<file path="src/rtl/uart_tx_fifo.sv">
`timescale 1ns/1ps
// uart_tx_fifo: byte FIFO in front of an 8N1 serialiser (LSB first).
// Bytes queue up while a frame is on the line. Back-to-back frames run with
// no idle gap between the stop bit and the next start bit.
module uart_tx_fifo #(
  parameter int CLK_FREQ   = 100000000,
  parameter int BAUD_RATE  = 115200,
  parameter int FIFO_DEPTH = 8
) (
  input  logic                        clk,
  input  logic                        reset,
  input  logic                        wr_en,
  input  logic [7:0]                  wr_data,
  output logic                        full,
  output logic [$clog2(FIFO_DEPTH):0] count,
  output logic                        busy,
  output logic                        tx
);

  localparam int BIT_CYCLES = CLK_FREQ / BAUD_RATE;
  localparam int AW         = $clog2(FIFO_DEPTH);
  localparam int BW         = (BIT_CYCLES > 1) ? $clog2(BIT_CYCLES) : 1;
  localparam logic [BW-1:0] BAUD_LAST  = BW'(BIT_CYCLES - 1);
  localparam logic [AW:0]   DEPTH_FULL = (AW+1)'(FIFO_DEPTH);

  typedef enum logic [1:0] {IDLE, START, DATA, STOP} state_t;

  state_t          state, state_next;
  logic [7:0]      mem [FIFO_DEPTH];
  logic [AW:0]     wr_ptr, rd_ptr;
  logic [7:0]      shift_reg, shift_next;
  logic [2:0]      bit_idx, bit_idx_next;
  logic [BW-1:0]   baud_cnt, baud_cnt_next;
  logic            tx_next;
  logic            push, pop, baud_done;

  // The extra pointer bit lets the difference span 0..FIFO_DEPTH.
  assign count     = wr_ptr - rd_ptr;
  assign full      = (count == DEPTH_FULL);
  assign busy      = (state != IDLE) || (count != '0);
  assign push      = wr_en && !full;
  assign baud_done = (baud_cnt == BAUD_LAST);

  // Byte storage; contents are meaningless until written, so no reset.
  always_ff @(posedge clk) begin
    if (push) begin
      mem[wr_ptr[AW-1:0]] <= wr_data;
    end
  end

  // FIFO pointers; a push blocked by full is not rescued by a same-cycle pop.
  always_ff @(posedge clk or posedge reset) begin
    if (reset) begin
      wr_ptr <= '0;
      rd_ptr <= '0;
    end else begin
      if (push) begin
        wr_ptr <= wr_ptr + 1'b1;
      end
      if (pop) begin
        rd_ptr <= rd_ptr + 1'b1;
      end
    end
  end

  // Frame sequencing: pick next state, next line level and next shifter value.
  always_comb begin
    state_next    = state;
    shift_next    = shift_reg;
    bit_idx_next  = bit_idx;
    baud_cnt_next = baud_cnt + 1'b1;
    tx_next       = tx;
    pop           = 1'b0;
    case (state)
      IDLE: begin
        baud_cnt_next = '0;
        if (count != '0) begin
          pop        = 1'b1;
          shift_next = mem[rd_ptr[AW-1:0]];
          tx_next    = 1'b0;
          state_next = START;
        end
      end
      START: begin
        if (baud_done) begin
          baud_cnt_next = '0;
          bit_idx_next  = '0;
          tx_next       = shift_reg[0];
          state_next    = DATA;
        end
      end
      DATA: begin
        if (baud_done) begin
          baud_cnt_next = '0;
          shift_next    = {1'b0, shift_reg[7:1]};
          if (bit_idx == 3'd7) begin
            tx_next    = 1'b1;
            state_next = STOP;
          end else begin
            bit_idx_next = bit_idx + 1'b1;
            tx_next      = shift_reg[1];
          end
        end
      end
      STOP: begin
        if (baud_done) begin
          baud_cnt_next = '0;
          if (count != '0) begin
            pop        = 1'b1;
            shift_next = mem[rd_ptr[AW-1:0]];
            tx_next    = 1'b0;
            state_next = START;
          end else begin
            state_next = IDLE;
          end
        end
      end
      default: begin
        state_next = IDLE;
        tx_next    = 1'b1;
      end
    endcase
  end

  // State and datapath registers; reset forces the line high at once.
  always_ff @(posedge clk or posedge reset) begin
    if (reset) begin
      state     <= IDLE;
      shift_reg <= '0;
      bit_idx   <= '0;
      baud_cnt  <= '0;
      tx        <= 1'b1;
    end else begin
      state     <= state_next;
      shift_reg <= shift_next;
      bit_idx   <= bit_idx_next;
      baud_cnt  <= baud_cnt_next;
      tx        <= tx_next;
    end
  end

endmodule

</file>
<file path="config.mk">
export PLATFORM = sky130hd
export DESIGN_NAME = uart_tx_fifo
export DESIGN_NICKNAME = d
export VERILOG_FILES = /design/src/rtl/uart_tx_fifo.sv
export SDC_FILE = /design/constraint.sdc
export NUM_CORES = 1
export LEC_CHECK = 0
export BUFFER_PORTS_ARGS = -buffer_cell sky130_fd_sc_hd__buf_2
export CAP_MARGIN = 40
export CORE_MARGIN = 2
export CORE_UTILIZATION = 45
export DETAILED_ROUTE_END_ITERATION = 6
export GPL_TIMING_DRIVEN = 0
export PLACE_DENSITY = 0.6
export SYNTH_ARGS = -nofsm -noshare
export SYNTH_HDL_FRONTEND = slang
export SYNTH_SLANG_ARGS = --single-unit
</file>
<file path="constraint.sdc">
create_clock -name clk -period 4 [get_ports clk]
set_input_delay 0.6 -clock clk [delete_from_list [all_inputs] [get_ports clk]]
set_output_delay 0.6 -clock clk [all_outputs]
set_load 0.05 [all_outputs]
</file>
# Word-level counts from Yosys, hierarchy flattened
# Memories as Yosys holds them, arrays and structs flattened.
# Cells that the tools add are included.
[totals]
in_bits = 11
memories = 1
out_inout_bits = 7
regBits = 32
ram_bits = 64
wordCells = 66
[op_classes]
mux = 28
add_sub_neg = 5
reduce_logical = 13
n_eq_ne = 12
[memory_table]
columns = ["name", "depth", "word_bits", "read_ports", "rd_ports_with_merged_regs", "write_ports", "line", "rtl"]
rows = [
  ["mem", 8, 8, 1, 0, 1, "29", "logic [7:0] mem [FIFO_DEPTH];"],
]
[ops]
columns = ["op", "count"]
rows = [
  ["8-bit 2-to-1 mux", 3],
  ["8-bit case mux with 3 select lines", 1],
  ["10-bit case mux with 2 select lines", 1],
  ["2-bit inequality test, second input constant", 6],
  ["10-bit by 1-bit adder with 10-bit output, second input constant", 1],
  ["10-bit equality test, second input constant", 1],
  ["1-bit 2-to-1 mux", 10],
  ["10-bit 2-to-1 mux", 1],
  ["2-bit 2-to-1 mux", 5],
  ["3-bit 2-to-1 mux", 3],
  ["4-bit by 1-bit adder with 4-bit output, second input constant", 2],
  ["2-bit case mux with 4 select lines", 1],
  ["3-bit case mux with 2 select lines", 1],
  ["3-bit AND reduction", 2],
  ["5-bit AND reduction", 1],
  ["2-bit equality test, second input constant", 2],
  ["4-bit equality test, second input constant", 1],
  ["1-bit case mux with 4 select lines", 1],
  ["4-bit AND reduction", 1],
  ["2-bit nonzero test", 2],
  ["4-bit nonzero test", 1],
  ["4-bit subtractor", 1],
  ["3-bit by 1-bit adder with 3-bit output, second input constant", 1],
  ["3-bit equality test, second input constant", 1],
  ["8 further kinds", 8],
]

# Depth between registers and ports, before layout
[depth]
word_depth = 6
mapped_depth = 11
depth_no_buf = 9

# Worst setup path before layout
# No wires, ideal clock.
[synth_timing]
path_kind = "register to output"
from = "register wr_ptr[0]"
to = "output full"
path_buffers = 1
setup_slack_ns = 0.422
arrival_ns = 2.978
required_time_ns = 3.400
stages_incl_launch_ff = 8
cell_sequence = "dfrtp_1 clkbuf_1 inv_1 ha_1 inv_1 fa_1 nand3b_2 nor3_1"
[synth_between]
elab_chain_cells = 2
[synth_rtl]
columns = ["item", "line", "rtl"]
rows = [
  ["start: declaration", "30", "logic [AW:0] wr_ptr, rd_ptr;"],
  ["start signal: assignment", "58", "wr_ptr <= wr_ptr + 1'b1;"],
  ["4-bit subtractor", "38", "assign count = wr_ptr - rd_ptr;"],
  ["named net count[1]", "15", "output logic [$clog2(FIFO_DEPTH):0] count,"],
  ["4-bit equality test", "39", "assign full = (count == DEPTH_FULL);"],
  ["end: declaration", "14", "output logic full,"],
]
# The timed path passes the listed nets, and every way through them passes these cells.

# Worst setup path after layout
[layout_timing]
from = "register wr_ptr[0]"
to = "output busy"
[layout_between]
elab_chain_cells = 3
[layout_rtl]
columns = ["item", "line", "rtl"]
rows = [
  ["4-bit subtractor", "38", ""],
  ["4-bit nonzero test", "40", "assign busy = (state != IDLE) || (count != '0);"],
  ["1-bit logical OR", "40", ""],
  ["end: declaration", "16", "output logic busy,"],
]
# Every way passes these cells.

==> impl_metrics.yaml <==
place:
  routabilityCongestion: 0.773
  place_inst: 456
  dp_hpwl_mm: 5.74
  io_buffers: 17
  place_ws_ns: 0.614
  place_area_um2: 4790
floorplanning:
  dieHeight_um: 103
  fp.coreArea_um2: 9640
  dieArea_um2: 10600
  rows: 36
  ioPinCount: 18
  start_util: 0.458
  fp.dieW_um: 103
logic_synthesis:
  synth_cells: 297
  synthAdderAreaFrac: 0.0386
  synth_top_area_cell: "edfxtp_1"
  syn_nets: 321
  synth_mux_area_frac: 0.106
  synth-compound-area-share: 0.0545
  synth.top_cells.by_area: "edfxtp_1, dfrtp_1, mux4_2"
  synthArstFlopShare: 0.333
  synth_top_family_by_area: "simple AND/OR/NAND/NOR gates"
  synth-seq-area-share: 0.617
  netlist_area_um2: 4410
  yosys_warnings: 0
  synth-xor-area-share: 0.0335
  synth_cell_types: 54
  ys_ff_latch: 96
  yosys.area.top_type_share: 0.436
  synth-edff-count: 64
  ys.flop_type: "edfxtp_1"
  syn_area_per_cell_um2: 14.9
  synthSimpleGateAreaFrac: 0.119
sta:
  hold_violations: 0
  rsz0062_at_grt: "false"
  fmax_ghz: 0.280
  fin_crit_sh: 0.893
  worst_clock_skew_ns: 0.0139
  report.final.slew_viol_count: 0
  worst_slack_ns: 0.428
  worst_pin_slew_ns: 0.652
  relSlewSlack: 0.562
  setup_violations: 0
  fin_crit_ns: 3.57
final_layout:
  regArea_um2: 2720
  fin_cells: 472
  largest_register_ffs: 64
  fin_util: 0.519
  final_layout_size_suffix_gt1_frac: 0.286
  final_nets: 358
  antenna_cells: 0
  n_fill_cell: 840
  syn_to_final_growth_pct: 13.5
  multiInputGateArea_um2: 1590
  finalInstanceArea_um2: 5010
drt:
  post_drt_wl_per_cell_um: 17.2
  drc_errors: 0
  routed_wl_mm: 8.13
  first_pass_iters: 4
  vias: 2472
  drt_iter0_drc: 93
  via_per_inst: 5.24
  ant_nets: 0
pwr:
  seqPwrFrac: 0.476
  power.share.clock: 0.257
  powerDensity_nw_per_um2: 538
  report.power.total_w: 0.00269
  switching_share: 0.332
  p_sw_w: 0.000893
  comb_power_share: 0.267
  ir_worst_vdd_uv: 313
  p_int_w: 0.00180
  p_leak_nw: 1.86
clock_network:
  path_clk_slew_ns: 0.10
  cts_resized: 0
  cts_buffer_depth: 2
  cts_hold_buf: 0
  htree_levels: 3
  post_cts_buffers: 0
  root_buffer: "clkbuf_8"
  cts_sinks: 96
  numCtsBuffers: 9
  clock_latency_ns: 0.36
  cts_tree: "done"
setup_path:
  rr_endpoint: "mem[4][2]"
  crit_path_top_delay_cell: "fa_1"
  crit_chain: "clkbuf_1 -> inv_1 -> ha_1 -> inv_1 -> fa_1 -> nand3b_2 -> a21oi_4 -> buf_6 -> nand2_1 -> buf_2"
  crit_type: "flip-flop to output pin"
  reg2reg_depth: 10
  r2r-start: "rd_ptr[2]"
  cp_common_cell: "inv_1"
  worst_path_largest_cell_delay_ns: 0.41
  critPathTopFamily: "buffers and inverters"
  crit_required_ns: 3.40
  end_kind: "output pin"
  critPathMaxFanout: 10
  reg2reg_slack_ns: 0.64
  critPathArrivalTime_ns: 2.97
  start_kind: "flip-flop"
  path_buf_inv: 5
worst_hold_path:
  hold_path.class: "input pin to asynchronous set/reset pin"
run:
  drv_cap: 0
status:
  run_status: "finished, final reports clean"
global_routing:
  grt_max_degree: 22
  grt-ovfl-total: 0
  antenna_found_initial: 0
  grt_pass1_vias: 2473
  grt_pass1_wl_mm: 13.1
  grt_usage: 0.169
cells in the final DEF, fill, tap and decap left out, types with 7 or more instances in the layout:
cell	netlist	layout
buf_2	5	24
clkbuf_8	0	9
dfrtp_1	31	31
edfxtp_1	64	64
ha_1	12	12
inv_1	14	14
mux4_2	16	16
nand2_1	20	20
nand3_1	13	13
nand4_1	10	10
nor2_1	16	16
nor4_2	1	7
xnor2_1	8	8
xor2_1	7	7
worst reg2reg max path: cells and delay by family, from the launching register on:
family                     cells  cell delay [ns]
AOI/OAI and AO/OA              2             0.46
DFF                            1             0.34
buffers and inverters          5             1.23
adders and majority gates      1             0.37
and+or+nand+nor                2             0.66
per-stage QoR:
step / hold WS (ns) / TNS [ns]
floorplan: 0.455 / 0
global placement: 0.476 / -10.05
detailed placement: 0.482 / 0
CTS: 0.286 / 0
global route: 0.312 / 0
finish: 0.276 / 0
logic make-up after synthesis:
group                      count (synthesis)
and+or+nand+nor                           90
muxes                                     26
xor gates and xnor gates                  16
adders and majority gates                 13
AOI/OAI and AO/OA                         29
DFF                                       96
buffers and inverters                     27
worst max path at each step:
stage | slack (ns) | start | endpoint | cells past startpoint
6_report | 0.43 | wr_ptr[0] | busy | 10
5_1_grt | 0.20 | wr_ptr[0] | busy | 10
4_1_cts | 0.40 | wr_ptr[0] | busy | 10
3_3_place_gp | -0.30 | rd_ptr[2] | mem[4][0] | 9
2_1_floorplan | 0.42 | wr_ptr[0] | full | 7
3_5_place_dp | 0.61 | rd_ptr[2] | mem[4][0] | 10
routing by layer:
layer  up-vias  share of wire  GRT usage
li1       1198              -          -
met3        10          0.034     0.0244
met1      1212           0.48      0.247
met5         -              0          0
met2        52           0.48      0.258
met4         0          0.014     0.0607
final cells by class:
type | instances | area share
Clock buffer | 10 | 0.0255
Timing Repair Buffer | 26 | 0.0335
Buffer | 12 | 0.0162
Sequential cell | 96 | 0.544
Tap cell | 133 | 0.0332
Inverter | 15 | 0.0112
Multi-Input combinational cell | 174 | 0.318
Clock inverter | 6 | 0.0182
power by group through the flow:
stage | Combinational [W] | Clock (W) | Sequential, W
final | 0.000718 | 0.000691 | 0.00128
after CTS | 0.000725 | 0.000712 | 0.00128
after global placement | 0.000660 | 0 | 0.00129
after global routing | 0.000783 | 0.000751 | 0.00130
after floorplan | 0.000533 | 0 | 0.00128
after detailed placement | 0.000722 | 0 | 0.00130
cell usage after synthesis, types with 5 or more instances:
cell type,number
buf_2,5
dfrtp_1,31
edfxtp_1,64
ha_1,12
inv_1,14
mux4_2,16
nand2_1,20
nand3_1,13
nand4_1,10
nor2_1,16
nor3_1,5
nor4_1,6
o21ai_0,5
xnor2_1,8
xor2_1,7
Power figures use the tool's default switching activity.
